<file path="src/rtl/semaforo_pkg.sv">
// Shared constants for the traffic-light semaphore: phase lengths as multiples of the
// clock frequency, plus the counter-width helper used by every timer.
package semaforo_pkg;

    localparam int unsigned T5_MULT  = 5;
    localparam int unsigned T7_MULT  = 7;
    localparam int unsigned T05_DIV  = 2;

    // Bits needed to hold 0..limit inclusive.
    function automatic int unsigned timer_width(input int unsigned limit);
        longint unsigned span;
        span = longint'(limit) + 64'd1;
        return $clog2(span);
    endfunction

endpackage

</file>
<file path="src/rtl/bloco_operativo_if.sv">
// Controller <-> datapath strobes and flags of the semaphore, plus the raw
// pedestrian button level.
interface bloco_operativo_if;

    logic pedestrian_btn;
    logic load_Reg5s;
    logic clear_Reg5s;
    logic load_Reg7s;
    logic clear_Reg7s;
    logic load_Reg05s;
    logic clear_Reg05s;
    logic fim_5s;
    logic fim_7s;
    logic fim_05s;
    logic pedestrian;

    modport master (
        output pedestrian_btn,
        output load_Reg5s, clear_Reg5s,
        output load_Reg7s, clear_Reg7s,
        output load_Reg05s, clear_Reg05s,
        input  fim_5s, fim_7s, fim_05s,
        input  pedestrian
    );

    modport slave (
        input  pedestrian_btn,
        input  load_Reg5s, clear_Reg5s,
        input  load_Reg7s, clear_Reg7s,
        input  load_Reg05s, clear_Reg05s,
        output fim_5s, fim_7s, fim_05s,
        output pedestrian
    );

endinterface

</file>
<file path="src/rtl/bloco_operativo_temporizador_sat.sv">
// Saturating phase timer: counts on load, clears on clear (load wins), and flags
// expiry once the count reaches LIMIT.
module temporizador_sat
    import semaforo_pkg::*;
#(
    parameter int unsigned LIMIT = 5
) (
    input  logic clk,
    input  logic rst,
    input  logic load,
    input  logic clear,
    output logic fim
);

    localparam int unsigned W = timer_width(LIMIT);
    localparam logic [W-1:0] LimitW = W'(LIMIT);

    logic [W-1:0] cnt_q, cnt_d;

    always_comb begin
        cnt_d = cnt_q;
        if (load) begin
            if (cnt_q != LimitW) begin
                cnt_d = cnt_q + W'(1);
            end
        end else if (clear) begin
            cnt_d = '0;
        end
    end

    always_ff @(posedge clk or posedge rst) begin
        if (rst) begin
            cnt_q <= '0;
        end else begin
            cnt_q <= cnt_d;
        end
    end

    // Registered decode only; no path from load/clear to fim.
    assign fim = (cnt_q == LimitW);

endmodule

</file>
<file path="src/rtl/bloco_operativo.sv">
// Semaphore datapath: three saturating phase timers and the pedestrian
// button synchronizer / rising-edge detector.
module bloco_operativo
    import semaforo_pkg::*;
#(
    parameter int unsigned CLK_FREQ   = 50_000_000,
    parameter int unsigned T5_CYCLES  = T5_MULT * CLK_FREQ,
    parameter int unsigned T7_CYCLES  = T7_MULT * CLK_FREQ,
    parameter int unsigned T05_CYCLES = CLK_FREQ / T05_DIV
) (
    input  logic               clk,
    input  logic               rst,
    bloco_operativo_if.slave   ctrl_io
);

    logic s1_q, s2_q, s3_q;

    temporizador_sat #(.LIMIT(T5_CYCLES)) u_tmr_5s (
        .clk   (clk),
        .rst   (rst),
        .load  (ctrl_io.load_Reg5s),
        .clear (ctrl_io.clear_Reg5s),
        .fim   (ctrl_io.fim_5s)
    );

    temporizador_sat #(.LIMIT(T7_CYCLES)) u_tmr_7s (
        .clk   (clk),
        .rst   (rst),
        .load  (ctrl_io.load_Reg7s),
        .clear (ctrl_io.clear_Reg7s),
        .fim   (ctrl_io.fim_7s)
    );

    temporizador_sat #(.LIMIT(T05_CYCLES)) u_tmr_05s (
        .clk   (clk),
        .rst   (rst),
        .load  (ctrl_io.load_Reg05s),
        .clear (ctrl_io.clear_Reg05s),
        .fim   (ctrl_io.fim_05s)
    );

    // s1/s2 resynchronize the async button; s3 delays s2 for edge detection.
    always_ff @(posedge clk or posedge rst) begin
        if (rst) begin
            s1_q <= 1'b0;
            s2_q <= 1'b0;
            s3_q <= 1'b0;
        end else begin
            s1_q <= ctrl_io.pedestrian_btn;
            s2_q <= s1_q;
            s3_q <= s2_q;
        end
    end

    assign ctrl_io.pedestrian = s2_q & ~s3_q;

endmodule

</file>
<file path="src/flat_wrapper.sv">
// flat-port wrapper written by rule: the top's interface ports become plain ports
module bloco_operativo_flat import semaforo_pkg::*;
#(
    parameter int unsigned CLK_FREQ   = 50_000_000,
    parameter int unsigned T5_CYCLES  = T5_MULT * CLK_FREQ,
    parameter int unsigned T7_CYCLES  = T7_MULT * CLK_FREQ,
    parameter int unsigned T05_CYCLES = CLK_FREQ / T05_DIV
)
  (clk, rst, ctrl_io_pedestrian_btn, ctrl_io_load_Reg5s, ctrl_io_clear_Reg5s, ctrl_io_load_Reg7s, ctrl_io_clear_Reg7s, ctrl_io_load_Reg05s, ctrl_io_clear_Reg05s, ctrl_io_fim_5s, ctrl_io_fim_7s, ctrl_io_fim_05s, ctrl_io_pedestrian);
  bloco_operativo_if ctrl_io_i ();
  input  logic clk;
  input  logic rst;
  input wire logic [$bits(ctrl_io_i.pedestrian_btn)-1:0] ctrl_io_pedestrian_btn;
  input wire logic [$bits(ctrl_io_i.load_Reg5s)-1:0] ctrl_io_load_Reg5s;
  input wire logic [$bits(ctrl_io_i.clear_Reg5s)-1:0] ctrl_io_clear_Reg5s;
  input wire logic [$bits(ctrl_io_i.load_Reg7s)-1:0] ctrl_io_load_Reg7s;
  input wire logic [$bits(ctrl_io_i.clear_Reg7s)-1:0] ctrl_io_clear_Reg7s;
  input wire logic [$bits(ctrl_io_i.load_Reg05s)-1:0] ctrl_io_load_Reg05s;
  input wire logic [$bits(ctrl_io_i.clear_Reg05s)-1:0] ctrl_io_clear_Reg05s;
  output wire logic [$bits(ctrl_io_i.fim_5s)-1:0] ctrl_io_fim_5s;
  output wire logic [$bits(ctrl_io_i.fim_7s)-1:0] ctrl_io_fim_7s;
  output wire logic [$bits(ctrl_io_i.fim_05s)-1:0] ctrl_io_fim_05s;
  output wire logic [$bits(ctrl_io_i.pedestrian)-1:0] ctrl_io_pedestrian;
  assign ctrl_io_i.pedestrian_btn = ctrl_io_pedestrian_btn;
  assign ctrl_io_i.load_Reg5s = ctrl_io_load_Reg5s;
  assign ctrl_io_i.clear_Reg5s = ctrl_io_clear_Reg5s;
  assign ctrl_io_i.load_Reg7s = ctrl_io_load_Reg7s;
  assign ctrl_io_i.clear_Reg7s = ctrl_io_clear_Reg7s;
  assign ctrl_io_i.load_Reg05s = ctrl_io_load_Reg05s;
  assign ctrl_io_i.clear_Reg05s = ctrl_io_clear_Reg05s;
  assign ctrl_io_fim_5s = ctrl_io_i.fim_5s;
  assign ctrl_io_fim_7s = ctrl_io_i.fim_7s;
  assign ctrl_io_fim_05s = ctrl_io_i.fim_05s;
  assign ctrl_io_pedestrian = ctrl_io_i.pedestrian;
  bloco_operativo #(.CLK_FREQ(CLK_FREQ), .T5_CYCLES(T5_CYCLES), .T7_CYCLES(T7_CYCLES), .T05_CYCLES(T05_CYCLES)) u_core (.clk(clk), .rst(rst), .ctrl_io(ctrl_io_i));
endmodule
</file>
<file path="config.mk">
export PLATFORM = sky130hd
export DESIGN_NAME = bloco_operativo_flat
export DESIGN_NICKNAME = d
export VERILOG_FILES = /design/src/rtl/semaforo_pkg.sv /design/src/rtl/bloco_operativo_if.sv /design/src/rtl/bloco_operativo_temporizador_sat.sv /design/src/rtl/bloco_operativo.sv /design/src/flat_wrapper.sv
export SDC_FILE = /design/constraint.sdc
export NUM_CORES = 1
export LEC_CHECK = 0
export CAP_MARGIN = 25
export CORE_MARGIN = 2
export CORE_UTILIZATION = 25
export CTS_CLUSTER_SIZE = 12
export DETAILED_ROUTE_END_ITERATION = 6
export SLEW_MARGIN = 10
export SYNTH_ARGS = -nofsm -noshare
export SYNTH_HDL_FRONTEND = slang
export SYNTH_HIERARCHICAL = 1
export SYNTH_SLANG_ARGS = --single-unit
</file>
<file path="constraint.sdc">
create_clock -name clk -period 2.48 [get_ports clk]
set_clock_uncertainty 0.15 [all_clocks]
set_input_delay 0.372 -clock clk [delete_from_list [all_inputs] [get_ports clk]]
set_output_delay 0.372 -clock clk [all_outputs]
set_load 0.01 [all_outputs]
</file>
Word level (Yosys, flattened, before mapping)
Cells that the tools add are included.
{ "totals": {"reg_bits": 85, "out_inout_bits": 4, "wordCells": 35, "inputBits": 9} }
{ "classes": {"eq_ne": 9, "reduce_logical": 6, "addsub": 3, "bitwise_logic": 2, "n_mux": 9} }
{ "op_table": {"columns": ["operator", "count"], "rows": [
  ["29-bit two-way mux", 3],
  ["28-bit two-way mux", 3],
  ["25-bit two-way mux", 3],
  ["29-bit by 1-bit adder with 29-bit output (second input constant)", 1],
  ["29-bit == test (second input constant)", 1],
  ["29-bit != test (second input constant)", 1],
  ["28-bit by 1-bit adder with 28-bit output (second input constant)", 1],
  ["28-bit == test (second input constant)", 1],
  ["28-bit != test (second input constant)", 1],
  ["25-bit by 1-bit adder with 25-bit output (second input constant)", 1],
  ["25-bit == test (second input constant)", 1],
  ["25-bit != test (second input constant)", 1],
  ["2-bit by 1-bit != test with 1-bit output (second input constant)", 3],
  ["2-bit AND reduction", 3],
  ["2-bit nonzero test", 3],
  ["1-bit AND", 1],
  ["1-bit inverter", 1]
]} }

Depth between registers and ports, before layout
Gate-level depths: netlist of the first run.
{ "logic_depth": {"depth_word": 3, "mapped_depth": 6, "mapped_depth_nobuf": 6} }

Cells and area by module
Netlist of the first run, hierarchy kept.
{ "modules_own_cells": {"columns": ["module", "instances", "area_each_um2", "cells_per_inst", "seq_area_each_um2"], "rows": [
  ["temporizador_sat (u_core.u_tmr_5s)", 1, 1720.4, 193, 700.7],
  ["temporizador_sat (u_core.u_tmr_7s)", 1, 1611.5, 167, 725.7],
  ["temporizador_sat (u_core.u_tmr_05s)", 1, 1408.9, 141, 625.6],
  ["bloco_operativo", 1, 92.6, 5, 75.1]
]} }

Worst setup path before layout of the first run
OpenSTA, ideal clock, no wires.
{ "synth_path": {"path_kind": "flip-flop to flip-flop", "start": "register u_core.u_tmr_7s.cnt_q[4]", "end": "register u_core.u_tmr_7s.cnt_q[1]", "stages_incl_launch_ff": 5, "t_arrival_ps": 2020, "period_less_slack_ps": 2294, "n_path_buf": 0, "setup_time_ps": 125, "required_ps": 2205, "slack_ps": 186, "path_cell_list": "dfrtp_1 -> or4_2 -> or4_1 -> o21ai_2 -> mux2_2"} }
{ "synth_between": {"elab_chain_cells": 3} }
{ "synth_lines": {"columns": ["element", "line", "rtl"], "rows": [
  ["from (decl)", "bloco_operativo_temporizador_sat.sv:18", "logic [W-1:0] cnt_q, cnt_d;"],
  ["from (signal assigned)", "bloco_operativo_temporizador_sat.sv:35", "cnt_q <= cnt_d;"],
  ["29-bit != test", "bloco_operativo_temporizador_sat.sv:23", "if (cnt_q != LimitW) begin"],
  ["2-bit by 1-bit != test with 1-bit output (no source line)", null, null],
  ["2-bit AND reduction (no source line)", null, null]
]} }
Every way passes these cells.
A chain may end at the register's enable or synchronous reset.

Worst setup path in the final report of the first run
{ "layout_path": {"start": "register u_core.u_tmr_7s.cnt_q[27]", "end": "output port ctrl_io_fim_7s"} }
{ "layout_between": {"elab_chain_cells": 1} }
{ "layout_lines": {"columns": ["element", "line", "rtl"], "rows": [
  ["29-bit == test", "bloco_operativo_temporizador_sat.sv:40", "assign fim = (cnt_q == LimitW);"],
  ["to (decl)", "flat_wrapper.sv:21", "output wire logic [$bits(ctrl_io_i.fim_7s)-1:0] ctrl_io_fim_7s;"]
]} }
Every way passes these cells.

==> results of run 1 <==
[per-stage QoR]
| step | setup TNS (ns) | setup WS, ns | hold WS (ns) |
|---|---|---|---|
| 5_1_grt | -0.104 | -0.104 | 0.204 |
| 2_1_floorplan | 0 | 0.186 | -0.0244 |
| 4_1_cts | -0.0344 | -0.0344 | 0.186 |
| 3_3_place_gp | -0.141 | -0.141 | 0.184 |
| 3_5_place_dp | -0.183 | -0.173 | 0.188 |
| 6_report | -0.0333 | -0.0333 | 0.183 |
[power by group through the flow]
stage               Clock [mW]  Sequential (mW)  Combinational, mW
finish                    1.51             1.48              0.459
CTS                       1.57             1.48              0.444
global route              1.63             1.49              0.510
detailed placement           0             1.51              0.440
global placement             0             1.50              0.436
floorplan                    0             1.52              0.242
[per-layer routing]
metal  up-vias  part of all wire  wire length, µm  global-route usage
met5         -                 0                0                   0
met4         0            0.0099              113              0.0307
met3        10             0.035              399              0.0329
met2        58              0.46             5320               0.190
met1      1980              0.49             5610               0.163
li1       2059                 -                -                   -
[worst max-delay path: cells and delay by family, from the launching register on]
family	cells	cell delay, ns
simple gates	3	1.13
flops	1	0.38
buf+inv	1	0.13
[area by class of cell]
type                       count  share of cell area
timing repair buffer          77              0.0988
clock inverter                 5              0.0138
clock buffer                  11              0.0421
tap                          260              0.0542
multi-input combinational    376               0.421
inverter                      25              0.0156
sequential                    85               0.354
[what timing repair did]
item | 4_1_cts | 5_1_grt
pin swaps | 2 | 2
setup endpoints to repair | 3 | 3
gates resized for setup | 14 | 4
gates cloned | 0 | 0
[how the worst max path moves through the flow]
stage	from	end	slack, ns	cells after the start
detailed placement	u_core/u_tmr_7s/cnt_q[4]$_DFFE_PP0P_	ctrl_io_fim_7s	-0.17	4
global route	u_core/u_tmr_7s/cnt_q[27]$_DFFE_PP0P_	ctrl_io_fim_7s	-0.10	4
floorplan	u_core/u_tmr_7s/cnt_q[4]$_DFFE_PP0P_	u_core/u_tmr_7s/cnt_q[1]$_DFFE_PP0P_	0.19	4
global placement	u_core/u_tmr_7s/cnt_q[4]$_DFFE_PP0P_	ctrl_io_fim_7s	-0.14	4
finish	u_core/u_tmr_7s/cnt_q[27]$_DFFE_PP0P_	ctrl_io_fim_7s	-0.03	4
CTS	u_core/u_tmr_7s/cnt_q[4]$_DFFE_PP0P_	ctrl_io_fim_7s	-0.03	4
[state kept, by name (all words and copies together), names as in the netlist]
register / cells
u_core/u_tmr_7s/cnt_q: 29
u_core/u_tmr_5s/cnt_q: 28
u_core/u_tmr_05s/cnt_q: 25
u_core/s1_q: 1
u_core/s2_q: 1
u_core/s3_q: 1
[layout by cell type, fill, tap and decap left out, drive strengths merged, types with 10 or more instances in the layout]
cell    count
nor2       22
o31ai      13
nor4       10
dfrtp      85
buf        67
o211ai     11
nand4      27
clkbuf     12
nand2      64
mux2i      25
inv        25
o21ai      20
or4        12
and4       12
a21oi      14
nor3       11
nand3      29
[cells by family after synthesis]
logic type               synth area share
adder cells (fa/ha/maj)            0.0155
multiplexers                       0.0572
XOR/XNOR                           0.0163
flip-flops                          0.440
AND/OR/NAND/NOR                     0.287
buffers and inverters              0.0417
AO/OA/AOI/OAI                       0.142
==> impl_metrics.yaml, run 1 <==
run_status:
  status: "finished, violations left"
  violations: "negative setup slack"
floorplanning:
  rows: 50
  die-width_um: 143
  start_util: 0.257
  die_area_um2: 20500
  die_height_um: 143
  boundaryPins: 13
  core_area_um2: 18800
placement:
  io_buffers: 12
  routabilityCongestion: 0.779
  post_dp_cell_area_um2: 5660
  placed_cells: 823
  dp_hpwl_um: 8090
setup_path:
  arrival_ns: 1.99
  cp_slowest_cell: "or4_4"
  cp_common_cell: "or4_4"
  worstSetupEndpointType: "output port"
  worstPathCellList: "or4_4 > or4_4 > nor2_2 > buf_2"
  reg2regPathDepth: 5
  r2r_setup_slack_ns: 0.14
  regToRegEndpoint: "u_core/u_tmr_7s/cnt_q[1]$_DFFE_PP0P_"
  critPathLaunchType: "flip-flop"
  critical_path_class: "reg -> out"
  crit_fanout: 2
  r2r-start: "u_core/u_tmr_7s/cnt_q[27]$_DFFE_PP0P_"
  cpPeakStageDelay_ns: 0.54
  worstPathRequired_ns: 1.96
yosys:
  yosys.area.top_type_share: 0.440
  synth_common_cells: "85 x dfrtp_1, 64 x nand2_1, 26 x nand3_1"
  synthesis.area_per_instance_um2: 9.55
  yosysSeqAreaShare: 0.440
  ys_ff_latch: 85
  synth_area_leaders: "dfrtp_1 44%, mux2i_1 5.2%, nand2_1 5.0%"
  synth-edff-count: 0
  synth_top_area_cell: "dfrtp_1"
  synthArstFlopShare: 1.00
  yosys_most_used_dff: "dfrtp_1"
  ys_types: 70
  synthCells: 506
  synth_warnings: 6
  synthesis.area_um2: 4830
  yosysMostFrequentCell: "dfrtp_1"
  syn-num-nets: 521
timing:
  rsz0062_at_grt: "true"
  maxSlewHeadroom: 0.651
  min_period_over_period: 1.01
  setup_ws_ns: -0.0333
  hold_viol_final: 0
  finalCriticalPeriod_ns: 2.51
  setup_viol: 1
  slew_violations: 0
  clock.fmax_ghz: 0.398
  worst_pin_slew_ns: 0.522
drt:
  wirelength_um: 11400
  viasPerCell: 4.90
  drc: 0
  antenna_left: 0
  wl_per_cell_um: 13.6
  drt_iter0_markers: 252
  vias: 4107
  dr.pass1.iters: 4
grt:
  grt_overflow: 0
  grt_use_total: 0.120
  antenna_found_initial: 0
  grt_max_degree: 30
  grt_pass1_wl_um: 19600
  grt_pass1_vias: 3914
layout:
  n_antenna_cell: 0
  num-fill-cells: 1950
  fin_nets: 589
  areaGrowthSynthToFinish_pct: 24.2
  regArea_um2: 2130
  multi_input_area_um2: 2530
  drive_above_1_share: 0.202
  fin_cells: 839
  fin_area_um2: 6000
  final_util: 0.319
power:
  swShare: 0.249
  ir_drop_mv: 0.374
  p_total_mw: 3.46
  p_leak_nw: 2.57
  power_frac_clock: 0.438
  pwr_density_cell_nw_per_um2: 575
  switchingPower_mw: 0.859
  comb_power_share: 0.133
  seq_power_share: 0.429
  p_int_mw: 2.60
clocking:
  cts_buffers: 9
  cts.htree.levels: 3
  cts_max_path_buffers: 2
  ctsHoldBuffers: 0
  cts_tree: "built"
  cts.sink_count: 85
  clk_pin_slew_ns: 0.07
  cts_root_buf: "clkbuf_16"
  cts_setup_buffers: 0
  clk_latency_ns: 0.35
run:
  cap_violations: 0
hold_path:
  hold_path_class: "in -> async"
Power figures use the tool's default switching activity.
==> run 2: changes to the inputs <==
ABC_AREA = 1   (was not set)
==> run 2 against run 1 <==
Compared with the run above:
- the flow now finishes without violations
- global-route usage up 0.31 points
- sequential power up 3%
- critical path depth up 4
- sequential share of layout area down 4.2 points
- area after synthesis up 24%
- sequential cell count unchanged
- combinational power up 4%
- via count up 34%
- die area up 23%
- clock power down 9.9%
- critical endpoint is now ctrl_io_fim_05s
==> impl_metrics.yaml, run 2 <==
setup_path:
  critical_path_class: "reg -> out"
  worstPathRequired_ns: 1.96
  critPathLaunchType: "flip-flop"
  r2r_setup_slack_ns: 0.42
  arrival_ns: 1.76
  cp-startpoint: "u_core/u_tmr_05s/cnt_q[1]$_DFFE_PP0P_"
  worstSetupEndpointType: "output port"
  crit_fanout: 3
  r2r-start: "u_core/u_tmr_5s/cnt_q[0]$_DFFE_PP0P_"
clocking:
  clk_pin_slew_ns: 0.07
  cts.sink_count: 85
  clk_latency_ns: 0.35
  cts_buffers: 9
  cts.htree.levels: 3
  cts_root_buf: "clkbuf_16"
  cts_max_path_buffers: 2
  cts_tree: "built"
  ctsHoldBuffers: 0
layout:
  n_antenna_cell: 0
  final_cell_mix: "270 x nand2_1, 146 x nor2_1, 96 x inv_1"
  top_regs: "u_core/u_tmr_7s/cnt_q (29), u_core/u_tmr_5s/cnt_q (28), u_core/u_tmr_05s/cnt_q (25)"
  largest_reg_flops: 29
  final_common_cell: "nand2_1"
  areaGrowthSynthToFinish_pct: 14.0
  num-fill-cells: 2560
  regArea_um2: 2130
  fin_nets: 934
  top_register: "u_core/u_tmr_7s/cnt_q"
  drive_above_1_share: 0.113
  multi_input_area_um2: 3340
power:
  p_leak_nw: 2.94
  switchingPower_mw: 0.950
  seq_power_share: 0.453
  pwr_density_cell_nw_per_um2: 491
  comb_power_share: 0.142
  ir_drop_mv: 0.295
  p_int_mw: 2.40
  swShare: 0.284
  power_frac_clock: 0.405
drt:
  dr.pass1.iters: 5
  drc: 0
  antenna_left: 0
  viasPerCell: 4.42
  vias: 5494
  wl_per_cell_um: 12.1
  drt_iter0_markers: 331
  wirelength_um: 15000
hold_path:
  hold_path_class: "reg -> reg"
  min_from: "u_core/s1_q$_DFF_PP0_"
yosys:
  yosysMostFrequentCell: "nand2_1"
  yosys_most_used_dff: "dfrtp_1"
  yosysSeqAreaShare: 0.355
  yosys.area.top_type_share: 0.355
  synth_area_leaders: "dfrtp_1 36%, nand2_1 17%, nor2_1 9.2%"
  synthArstFlopShare: 1.00
  synth-edff-count: 0
  synthCells: 892
  synthesis.area_per_instance_um2: 6.71
  ys_types: 36
  ys_ff_latch: 85
  synth_top_area_cell: "dfrtp_1"
  synthesis.area_um2: 5980
  syn-num-nets: 907
  synth_common_cells: "270 x nand2_1, 147 x nor2_1, 99 x inv_1"
  synth_warnings: 6
placement:
  dp_hpwl_um: 10900
  io_buffers: 12
  pre_cts_ws_ns: 0.154
  routabilityCongestion: 0.876
run:
  cap_violations: 0
floorplanning:
  start_util: 0.255
  boundaryPins: 13
  rows: 56
  die-width_um: 159
  die_area_um2: 25200
  die_height_um: 159
  core_area_um2: 23500
timing:
  finalCriticalPeriod_ns: 2.29
  slew_violations: 0
  worst_pin_slew_ns: 0.465
  rsz0062_at_grt: "false"
  min_period_over_period: 0.922
  setup_tns_ns: 0
  clock.fmax_ghz: 0.437
  maxSlewHeadroom: 0.689
  setup_ws_ns: 0.193
  setup_viol: 0
  hold_viol_final: 0
run_status:
  status: "finished, final reports clean"
grt:
  grt_pass1_vias: 5162
  grt_max_degree: 30
  grt_overflow: 0
  grt_pass1_wl_um: 25600
  antenna_found_initial: 1
  grt_use_total: 0.123
==> run 2: cell count changes in the layout (fill, tap and decap cells not counted), sizes merged, moves of 10 or more <==
cell / before / now
and4: 12 / 0
mux2i: 25 / 0
o31ai: 13 / 0
buf: 67 / 19
inv: 25 / 109
nor2: 22 / 167
o21ai: 20 / 48
or4: 12 / 0
o211ai: 11 / 0
xor2: 5 / 23
nand3: 29 / 88
nand2: 64 / 286
a21oi: 14 / 4
==> run 2: worst max-delay path, cell delays in order (launching register included) <==
cell and delay (ns):
dfrtp_1 0.40, inv_1 0.11, ha_1 0.16, nand2_1 0.05, inv_1 0.04, nand2_1 0.10, nor4_2 0.15, and2_1 0.15
dlygate4sd2_1 0.26
==> run 2: path summary, 6_finish.rpt <==
kind	depth (start not counted)	end
max in group asynchronous	3	u_core/u_tmr_7s/cnt_q[12]$_DFFE_PP0P_
min in group asynchronous	2	u_core/s3_q$_DFF_PP0_
max reg2reg	10	u_core/u_tmr_5s/cnt_q[10]$_DFFE_PP0P_
min	0	u_core/s2_q$_DFF_PP0_
min reg2reg	0	u_core/s2_q$_DFF_PP0_
max	8	ctrl_io_fim_05s
==> run 2: metal layers <==
metal  track usage  wire length, µm  vias up
met1         0.160             7280     2539
met2         0.204             6970       75
met5             0               11        -
met3        0.0246              471       21
met4        0.0430              308        2
li1              -                -     2857
==> run 2: area by class of cell <==
cell class,count,share of cell area
clock buffer,11,0.0341
tap,319,0.0585
sequential,85,0.312
multi-input combinational,682,0.489
clock inverter,4,0.00734
timing repair buffer,31,0.0385
inverter,110,0.0605
==> run 2: power groups by stage <==
stage	sequential [mW]	combinational, mW	clock (mW)
after floorplan	1.53	0.350	0
after global routing	1.53	0.536	1.49
after detailed placement	1.55	0.446	0
final	1.52	0.476	1.36
after CTS	1.52	0.453	1.43
after global placement	1.54	0.439	0
==> run 2: metrics by stage <==
| stage | util | hold slack, ns | cells | cell area, µm² | total power [mW] |
|---|---|---|---|---|---|
| after CTS | 0.289 | 0.200 | 1238 | 6780 | 3.40 |
| after global routing | 0.291 | 0.214 | 1242 | 6820 | 3.55 |
| after floorplan | - | -0.0244 | 892 | 5980 | 1.88 |
| after global placement | 0.276 | 0.182 | 1220 | 6480 | 1.98 |
| final | 0.291 | 0.197 | 1242 | 6820 | 3.35 |
| after detailed placement | 0.276 | 0.186 | 1220 | 6480 | 1.99 |
==> run 2: kinds of logic (layout without fill, tap and decap cells) <==
family / count (synthesis) / after routing / share of synthesized area
and+or+nand+nor: 588 / 588 / 0.438
adders and majority gates: 6 / 6 / 0.0125
DFF: 85 / 85 / 0.355
AOI/OAI and AO/OA: 59 / 59 / 0.0631
buffers and inverters: 125 / 156 / 0.0884
xor gates and xnor gates: 29 / 29 / 0.0424
==> run 2: what timing repair did <==
item / CTS / global route
gates resized for setup: 5 / 3
endpoints found under the setup margin: 3 / 2
pin swaps: 2 / 1
setup buffers: 3 / 4
